**src/rtl/hazard_scoreboard.sv**
```systemverilog
// Pipeline hazard unit with long-latency register scoreboard, WAW and memory wait-state stalls.
// Optional macro HAZARD_PERF_EN adds saturating stall/flush cycle counters.
module hazard_scoreboard #(
  parameter int          REG_AW     = 5,
  parameter int          LONG_DEPTH = 2,
  parameter logic [2:0]  LOAD_CODE  = 3'b001
) (
  input  logic              CLK,
  input  logic              RST,
  input  logic [REG_AW-1:0] Rs1D,
  input  logic [REG_AW-1:0] Rs2D,
  input  logic [REG_AW-1:0] RdD,
  input  logic              RegWriteD,
  input  logic              LongOpD,
  input  logic [REG_AW-1:0] Rs1E,
  input  logic [REG_AW-1:0] Rs2E,
  input  logic [REG_AW-1:0] RdE,
  input  logic [2:0]        ResultSrcE,
  input  logic              PCSrcE,
  input  logic [REG_AW-1:0] RdM,
  input  logic              RegWriteM,
  input  logic              MemReqM,
  input  logic              MemReadyM,
  input  logic [REG_AW-1:0] RdW,
  input  logic              RegWriteW,
  input  logic              LongDoneW,
  input  logic [REG_AW-1:0] LongRdW,
  output logic              StallF,
  output logic              StallD,
  output logic              StallE,
  output logic              StallM,
  output logic              FlushD,
  output logic              FlushE,
  output logic              FlushW,
  output logic [1:0]        ForwardAE,
  output logic [1:0]        ForwardBE,
  output logic              LongBusy,
  output logic [31:0]       StallCnt,
  output logic [31:0]       FlushCnt
);

  localparam int                NREG    = 2 ** REG_AW;
  localparam logic [REG_AW-1:0] X0_C    = {REG_AW{1'b0}};
  localparam logic [2:0]        DEPTH_C = 3'(LONG_DEPTH);

  logic [NREG-1:0] pending_r;
  logic [NREG-1:0] pending_nxt_s;
  logic [NREG-1:0] set_mask_s;
  logic [NREG-1:0] clr_mask_s;
  logic [2:0]      count_r;
  logic [2:0]      count_nxt_s;
  logic            long_busy_r;
  logic            mem_stall_s;
  logic            lw_stall_s;
  logic            sb_stall_s;
  logic            cap_stall_s;
  logic            decode_stall_s;
  logic            issue_s;
  logic            done_s;
  logic            dec_ok_s;

  function automatic logic reg_pending(input logic [NREG-1:0] p, input logic [REG_AW-1:0] a);
    return (a != X0_C) & p[a];
  endfunction

  function automatic logic [1:0] fwd_sel(input logic [REG_AW-1:0] rs,
                                         input logic [REG_AW-1:0] rdm, input logic rwm,
                                         input logic [REG_AW-1:0] rdw, input logic rww);
    if (rwm && (rdm != X0_C) && (rdm == rs)) begin
      return 2'b10;
    end else if (rww && (rdw != X0_C) && (rdw == rs)) begin
      return 2'b01;
    end else begin
      return 2'b00;
    end
  endfunction

  assign mem_stall_s    = MemReqM & ~MemReadyM;
  assign lw_stall_s     = (ResultSrcE == LOAD_CODE) & (RdE != X0_C) & ((Rs1D == RdE) | (Rs2D == RdE));
  assign sb_stall_s     = reg_pending(pending_r, Rs1D) | reg_pending(pending_r, Rs2D)
                        | (RegWriteD & reg_pending(pending_r, RdD));
  assign cap_stall_s    = LongOpD & (count_r == DEPTH_C);
  assign decode_stall_s = lw_stall_s | sb_stall_s | cap_stall_s;

  // Scoreboard updates freeze during a memory wait state; a redirect also cancels the decode op.
  assign issue_s  = LongOpD & ~decode_stall_s & ~mem_stall_s & ~PCSrcE & RST;
  assign done_s   = LongDoneW & ~mem_stall_s;
  assign dec_ok_s = done_s & (count_r != 3'd0);

  assign StallF = RST & (mem_stall_s | decode_stall_s);
  assign StallD = RST & (mem_stall_s | decode_stall_s);
  assign StallE = RST & mem_stall_s;
  assign StallM = RST & mem_stall_s;
  assign FlushD = (PCSrcE & ~mem_stall_s) | ~RST;
  assign FlushE = ((PCSrcE | decode_stall_s) & ~mem_stall_s) | ~RST;
  assign FlushW = mem_stall_s | ~RST;

  assign ForwardAE = fwd_sel(Rs1E, RdM, RegWriteM, RdW, RegWriteW);
  assign ForwardBE = fwd_sel(Rs2E, RdM, RegWriteM, RdW, RegWriteW);
  assign LongBusy  = long_busy_r;

  // Next scoreboard state; a same-cycle set of a register overrides its clear.
  always_comb begin
    set_mask_s  = {NREG{1'b0}};
    clr_mask_s  = {NREG{1'b0}};
    count_nxt_s = count_r;
    if (issue_s && RegWriteD && (RdD != X0_C)) begin
      set_mask_s[RdD] = 1'b1;
    end else begin
      set_mask_s = {NREG{1'b0}};
    end
    if (done_s) begin
      clr_mask_s[LongRdW] = 1'b1;
    end else begin
      clr_mask_s = {NREG{1'b0}};
    end
    if (issue_s && !dec_ok_s) begin
      count_nxt_s = count_r + 3'd1;
    end else if (!issue_s && dec_ok_s) begin
      count_nxt_s = count_r - 3'd1;
    end else begin
      count_nxt_s = count_r;
    end
    pending_nxt_s    = (pending_r & ~clr_mask_s) | set_mask_s;
    pending_nxt_s[0] = 1'b0;
  end

  // Scoreboard state registers with synchronous active-low reset.
  always_ff @(posedge CLK) begin
    if (!RST) begin
      pending_r   <= {NREG{1'b0}};
      count_r     <= 3'd0;
      long_busy_r <= 1'b0;
    end else begin
      pending_r   <= pending_nxt_s;
      count_r     <= count_nxt_s;
      long_busy_r <= (count_nxt_s == DEPTH_C);
    end
  end

`ifdef HAZARD_PERF_EN
  logic [31:0] stall_cnt_r;
  logic [31:0] flush_cnt_r;

  // Saturating performance counters for stalled fetch cycles and decode flushes.
  always_ff @(posedge CLK) begin
    if (!RST) begin
      stall_cnt_r <= 32'd0;
      flush_cnt_r <= 32'd0;
    end else begin
      if (StallF && (stall_cnt_r != 32'hFFFF_FFFF)) begin
        stall_cnt_r <= stall_cnt_r + 32'd1;
      end else begin
        stall_cnt_r <= stall_cnt_r;
      end
      if (FlushD && (flush_cnt_r != 32'hFFFF_FFFF)) begin
        flush_cnt_r <= flush_cnt_r + 32'd1;
      end else begin
        flush_cnt_r <= flush_cnt_r;
      end
    end
  end

  assign StallCnt = stall_cnt_r;
  assign FlushCnt = flush_cnt_r;
`else
  assign StallCnt = 32'd0;
  assign FlushCnt = 32'd0;
`endif

endmodule

```
**config.mk**
```make
export PLATFORM = sky130hd
export DESIGN_NAME = hazard_scoreboard
export DESIGN_NICKNAME = d
export VERILOG_FILES = /design/src/rtl/hazard_scoreboard.sv
export SDC_FILE = /design/constraint.sdc
export NUM_CORES = 1
export LEC_CHECK = 0
export ABC_AREA = 1
export ABC_CLOCK_PERIOD_IN_PS = 1950
export BUFFER_PORTS_ARGS = -buffer_cell sky130_fd_sc_hd__buf_2
export CAP_MARGIN = 25
export CORE_MARGIN = 4
export CORE_UTILIZATION = 47
export CTS_CLUSTER_SIZE = 20
export DETAILED_ROUTE_END_ITERATION = 6
export GPL_TIMING_DRIVEN = 1
export PLACE_DENSITY = 0.79
export SETUP_SLACK_MARGIN = 0.02
export SLEW_MARGIN = 20
export SYNTH_ARGS = -nofsm -noshare
export SYNTH_HDL_FRONTEND = slang
export SYNTH_SLANG_ARGS = --single-unit
export TNS_END_PERCENT = 10
```
**constraint.sdc**
```tcl
create_clock -name CLK -period 1.95 [get_ports CLK]
set_input_delay 0.39 -clock CLK [delete_from_list [all_inputs] [get_ports CLK]]
set_output_delay 0.39 -clock CLK [all_outputs]
set_load 0.01 [all_outputs]
```
Word level (Yosys, flattened, before mapping)
Index checks and enable logic that the tools add are counted.
{ "totals": {"ff_bits": 36, "out_inout_bits": 76} }
{ "op_classes": {"n_eq_ne": 9, "bitwise_logic": 36, "magnitude_cmp": 6, "addsub": 2, "muxes": 18, "n_reduce_logical": 21} }
{ "ops": {"columns": ["op", "n"], "rows": [
  ["$mux 32", 2],
  ["$and 32x32->32", 1],
  ["$not 32->32", 1],
  ["$or 32x32->32", 1],
  ["$eq 5x5->1", 6],
  ["$reduce_bool 5->1", 6],
  ["$lt 5x6->1 const B", 4],
  ["$and 1x1->1", 18],
  ["$bmux 1 s5", 3],
  ["$logic_and 1x1->1", 12],
  ["$demux 1 s5", 2],
  ["$ge 5x1->1 const B", 2],
  ["$or 1x1->1", 10],
  ["$mux 1", 7],
  ["$eq 3x2->1 const B", 2],
  ["$mux 3", 2],
  ["$not 1->1", 5],
  ["$mux 2", 2],
  ["$add 3x1->3 const B", 1],
  ["$eq 3x1->1 const B", 1],
  ["$reduce_bool 3->1", 1],
  ["$sub 3x1->3 const B", 1],
  ["$logic_not 1->1", 2]
]} }

Logic depth before layout (Yosys ltp)
{ "depth": {"ltp_word": 17, "depth_mapped": 20} }

Worst setup path before layout
Ideal clock, no wire load.
{ "synth_timing": {"path_type": "in2out", "startpoint": "input port RdD[0]", "endpoint": "output port StallF", "path_stages": 15, "path_slack_ps": -186, "n_path_buf": 3, "t_arrival_ps": 1746, "required_time_ps": 1560, "cell_sequence": "buf_4 > inv_2 > buf_6 > nor2_4 > nand2_1 > nand3_1 > nand2_1 > nand2_1 > nor2_1 > nand2_1 > a21oi_2 > nand2_1 > o21ai_0 > inv_1 > buf_4"} }
{ "synth_via": {"elab_chain_len": 9, "elab_cells_between_ends": 10, "cone_classes": "mux: 2; bitwise: 7; reduce/logical: 1"} }
{ "synth_rtl": {"columns": ["item", "line_no", "source"], "rows": [
  ["start, declared", "12", "input logic [REG_AW-1:0] RdD,"],
  ["$bmux 1 s5", "63", "return (a != X0_C) & p[a];"],
  ["$mux 1 (implied by the code)", "63", null],
  ["$and 1x1->1 (*)", "63", null],
  ["$and 1x1->1 (*)", "81", "| (RegWriteD & reg_pending(pending_r, RdD));"],
  ["$or 1x1->1 (*)", "81", null],
  ["$or 1x1->1 (*) (2 in series)", "83", "assign decode_stall_s = lw_stall_s | sb_stall_s | cap_stall_s;"],
  ["$or 1x1->1 (*)", null, null],
  ["$and 1x1->1 (*)", null, null],
  ["end, declared", "28", "output logic StallF,"]
]} }
Mark *: on every way between the ends. The rest lies on a longest branch, timed or not. The select of a mux whose other input is x is not followed.

Worst setup path after layout
{ "layout_timing": {"startpoint": "register pending_r[12]", "endpoint": "output port StallD"} }
{ "layout_via": {"elab_chain_len": 9, "elab_cells_between_ends": 16, "cone_classes": "mux: 6; bitwise: 10"} }
{ "layout_rtl": {"columns": ["item", "line_no", "source"], "rows": [
  ["start, declared", "46", "logic [NREG-1:0] pending_r;"],
  ["start signal, assigned", "131", "pending_r <= {NREG{1'b0}};"],
  ["start signal, assigned", "135", "pending_r <= pending_nxt_s;"],
  ["$bmux 1 s5", "63", null],
  ["$mux 1 (implied by the code)", "63", null],
  ["$and 1x1->1", "63", null],
  ["$or 1x1->1 / $and 1x1->1 (equally long branches)", "80, 81", null],
  ["$or 1x1->1 (*)", "81", null],
  ["$or 1x1->1 (*) (2 in series)", "83", null],
  ["$or 1x1->1 (*)", "91", "assign StallD = RST & (mem_stall_s | decode_stall_s);"],
  ["$and 1x1->1 (*)", "91", null],
  ["end, declared", "29", "output logic StallD,"]
]} }
Marked as above.

==> impl_metrics.yaml <==
global_route:
  grt_overflow: 0
  busiest_layer: "met2"
  antenna_found_initial: 0
  grt_pass1_wl_microns: 19200
  grt_start_max_net_pins: 34
  use_met2_pct: 38.7
  grtUsageTotal_pct: 23.7
  grt_pass1_vias: 4186
  grt_util_met1_pct: 30.5
  grtUsageMet3_pct: 4.21
setup_path:
  cp_slowest_cell: "dfxtp_4"
  path_buf_inv: 3
  arrival_ns: 1.82
  cp_top_family: "simple AND/OR/NAND/NOR gates"
  cp-end-kind: "output pin"
  cp.required_ns: 1.56
  cp_cell_sequence: "inv_2, o21ai_1, nand2_1, nand2_1, nand2_1, nand2_1, nor2_2, nand2_2, a21oi_2, nand2_2, o21ai_2, inv_1, buf_2"
  max_stage_delay_ns: 0.36
  start_kind: "flip-flop"
  critical_path_class: "reg -> out"
  crit_top_cell: "nand2_1"
  cp_max_fo: 3
layout:
  final_core_util_pct: 62.0
  n_antenna_cell: 0
  nets: 835
  area_growth_pct: 26.8
  final_common_cell: "nand2_1"
  most-common-layout-cells: "199 x nand2_1, 65 x buf_4, 64 x conb_1, 64 x buf_2, 59 x nand3_1"
  drive_gt1_share_pct: 29.5
die:
  initial_core_util_pct: 48.9
  ioPinCount: 134
  rows: 32
  coreArea_sq_um: 7810
  dieHeight_microns: 98.1
  die_area_sq_um: 9630
  die_w_microns: 98.1
place:
  io_buffers: 69
  gp_congestion: 0.927
  post-place-ws_ns: -0.369
  dpl.hpwl_microns: 9260
drt:
  vias: 4558
  drt_iter0_drc: 280
  vias_per_cell: 5.20
  drtPass1Iterations: 5
  drc: 0
  wl_per_cell_microns: 14.2
  wl_microns: 12500
  final_antenna_net_count: 0
sta:
  fin_hold_ws_ns: 0.412
  skew_ns: 0.00532
  period_share_pct: 114
  timing.fmax_mhz: 452
  fin_ws_ns: -0.264
  finalSetupViolations: 31
  timing.final.crit_period_ns: 2.21
  drv_slew: 0
  hold_violations: 0
  rsz0062_at_grt: "yes"
clock_network:
  cts_buffers: 5
  clock-sinks: 35
  clockBufferDepth: 2
  clk_latency_ns: 0.29
  cts-root-buf: "clkbuf_8"
  cts_hold_buf: 0
  cts_tree: "yes"
  path_clk_slew_ns: 0.07
  ctsHtreeMaxLevel: 2
power:
  power_density_nw_per_um2: 463
  peakVddDrop_mv: 0.742
  leakage_nw: 2.46
logic_synthesis:
  yosysUniqueCellTypes: 33
  synth_warnings: 0
  syn_inst: 650
  avgSynthCellArea_sq_um: 5.87
  netlist_area_sq_um: 3820
  seq_area_frac_synth_pct: 18.4
  ys_ff_latch: 35
job:
  cap_violations: 0
min_path:
  hold_path.class: "in -> reg"
run_status:
  status: "complete, but fails checks"
  violations: "negative setup slack"
==> worst min-delay path, delay by kind of cell <==
| kind | cells | cell delay (ns) |
|---|---|---|
| AND/OR/NAND/NOR | 1 | 0.09 |
| buffers and inverters | 2 | 0.20 |
==> kinds of logic after synthesis <==
| group | count (synthesis) | share of synthesized area, % |
|---|---|---|
| DFF | 35 | 18.4 |
| and+or+nand+nor | 346 | 39.4 |
| xor gates and xnor gates | 22 | 5.05 |
| AOI/OAI and AO/OA | 83 | 11.3 |
| buffers and inverters | 159 | 24.4 |
| other | 1 | 0.0983 |
| adders and majority gates | 4 | 1.31 |
==> final timing paths <==
path / endpoint / slack, ns / startpoint / cells after the start
max: StallD / -0.26 / pending_r[12]$_SDFF_PN0_ / 13
min: count_r[1]$_SDFF_PN0_ / 0.41 / RST / 3
max reg2reg: LongBusy$_SDFF_PN0_ / -0.10 / pending_r[12]$_SDFF_PN0_ / 18
min reg2reg: pending_r[29]$_SDFF_PN0_ / 0.51 / pending_r[29]$_SDFF_PN0_ / 2
==> area by class of cell <==
class,instances,area (sq um)
multi-input combinational,519,2560
inverter,68,270
timing repair buffer,143,1040
fill,697,2970
timing repair inverter,1,5.00
clock buffer,8,100
tap,102,128
sequential,35,731
==> what timing repair did <==
action	in CTS	in global routing
endpoints found under the setup margin	36	41
gates cloned	2	0
pin swaps	17	32
resized for setup	37	58
setup buffers	8	1
==> stage by stage <==
stage	setup TNS, ns	power (W)	instance area, sq um	instances
2_1_floorplan	-0.103	0.00137	4080	713
3_3_place_gp	-10.01	0.00154	4400	857
3_5_place_dp	-11.71	0.00156	4400	857
4_1_cts	-0.613	0.00219	4690	875
5_1_grt	-6.91	0.00236	4840	876
6_report	-1.66	0.00224	4840	876
==> flip-flops by register name (all words and copies together), names as in the netlist <==
register,cells
pending_r,31
count_r,3
LongBusy,1
==> cells in the mapped netlist <==
library cell  number  area, sq um
a31oi_1            1         6.26
inv_1             63          236
buf_4             71          533
o41ai_1            1         8.76
nor4_1             3         18.8
buf_1              1         3.75
nand3_2            1         10.0
nor3b_1            1         7.51
o211ai_1           3         22.5
or2_2              2         12.5
nand4_1           26          163
a21oi_2            1         8.76
clkinv_1           2         7.51
nand2_1          211          792
nand4_2            1         12.5
inv_2              3         11.3
conb_1             1         3.75
xnor2_1           11         96.3
nand3_1           62          310
buf_2              6         30.0
nor2_1            26         97.6
o22ai_1            1         6.26
dfxtp_1           35          701
nor3_1             9         45.0
a21oi_1           35          175
xor2_1            11         96.3
or4_1              1         7.51
nor2_4             2         22.5
nor2_2             1         6.26
ha_1               4         50.1
clkbuf_1           5         18.8
buf_6              8         90.1
o21ai_0           41          205
==> power by group <==
group / total (W) / switching, W / leakage (nW) / internal [W]
Clock: 0.000583 / 0.000261 / 0.0515 / 0.000322
Sequential: 0.000762 / 0.0000201 / 0.293 / 0.000742
Combinational: 0.000896 / 0.000529 / 2.11 / 0.000367
Total: 0.00224 / 0.000810 / 2.46 / 0.00143
==> routing by layer <==
layer | share of wire, % | wire length (microns) | vias up
met4 | 3.0 | 371 | 0
met1 | 38 | 4800 | 2028
li1 | - | - | 2217
met2 | 48 | 5950 | 277
met3 | 11 | 1360 | 36
met5 | 0 | 0 | -
Power figures use the tool's default switching activity.
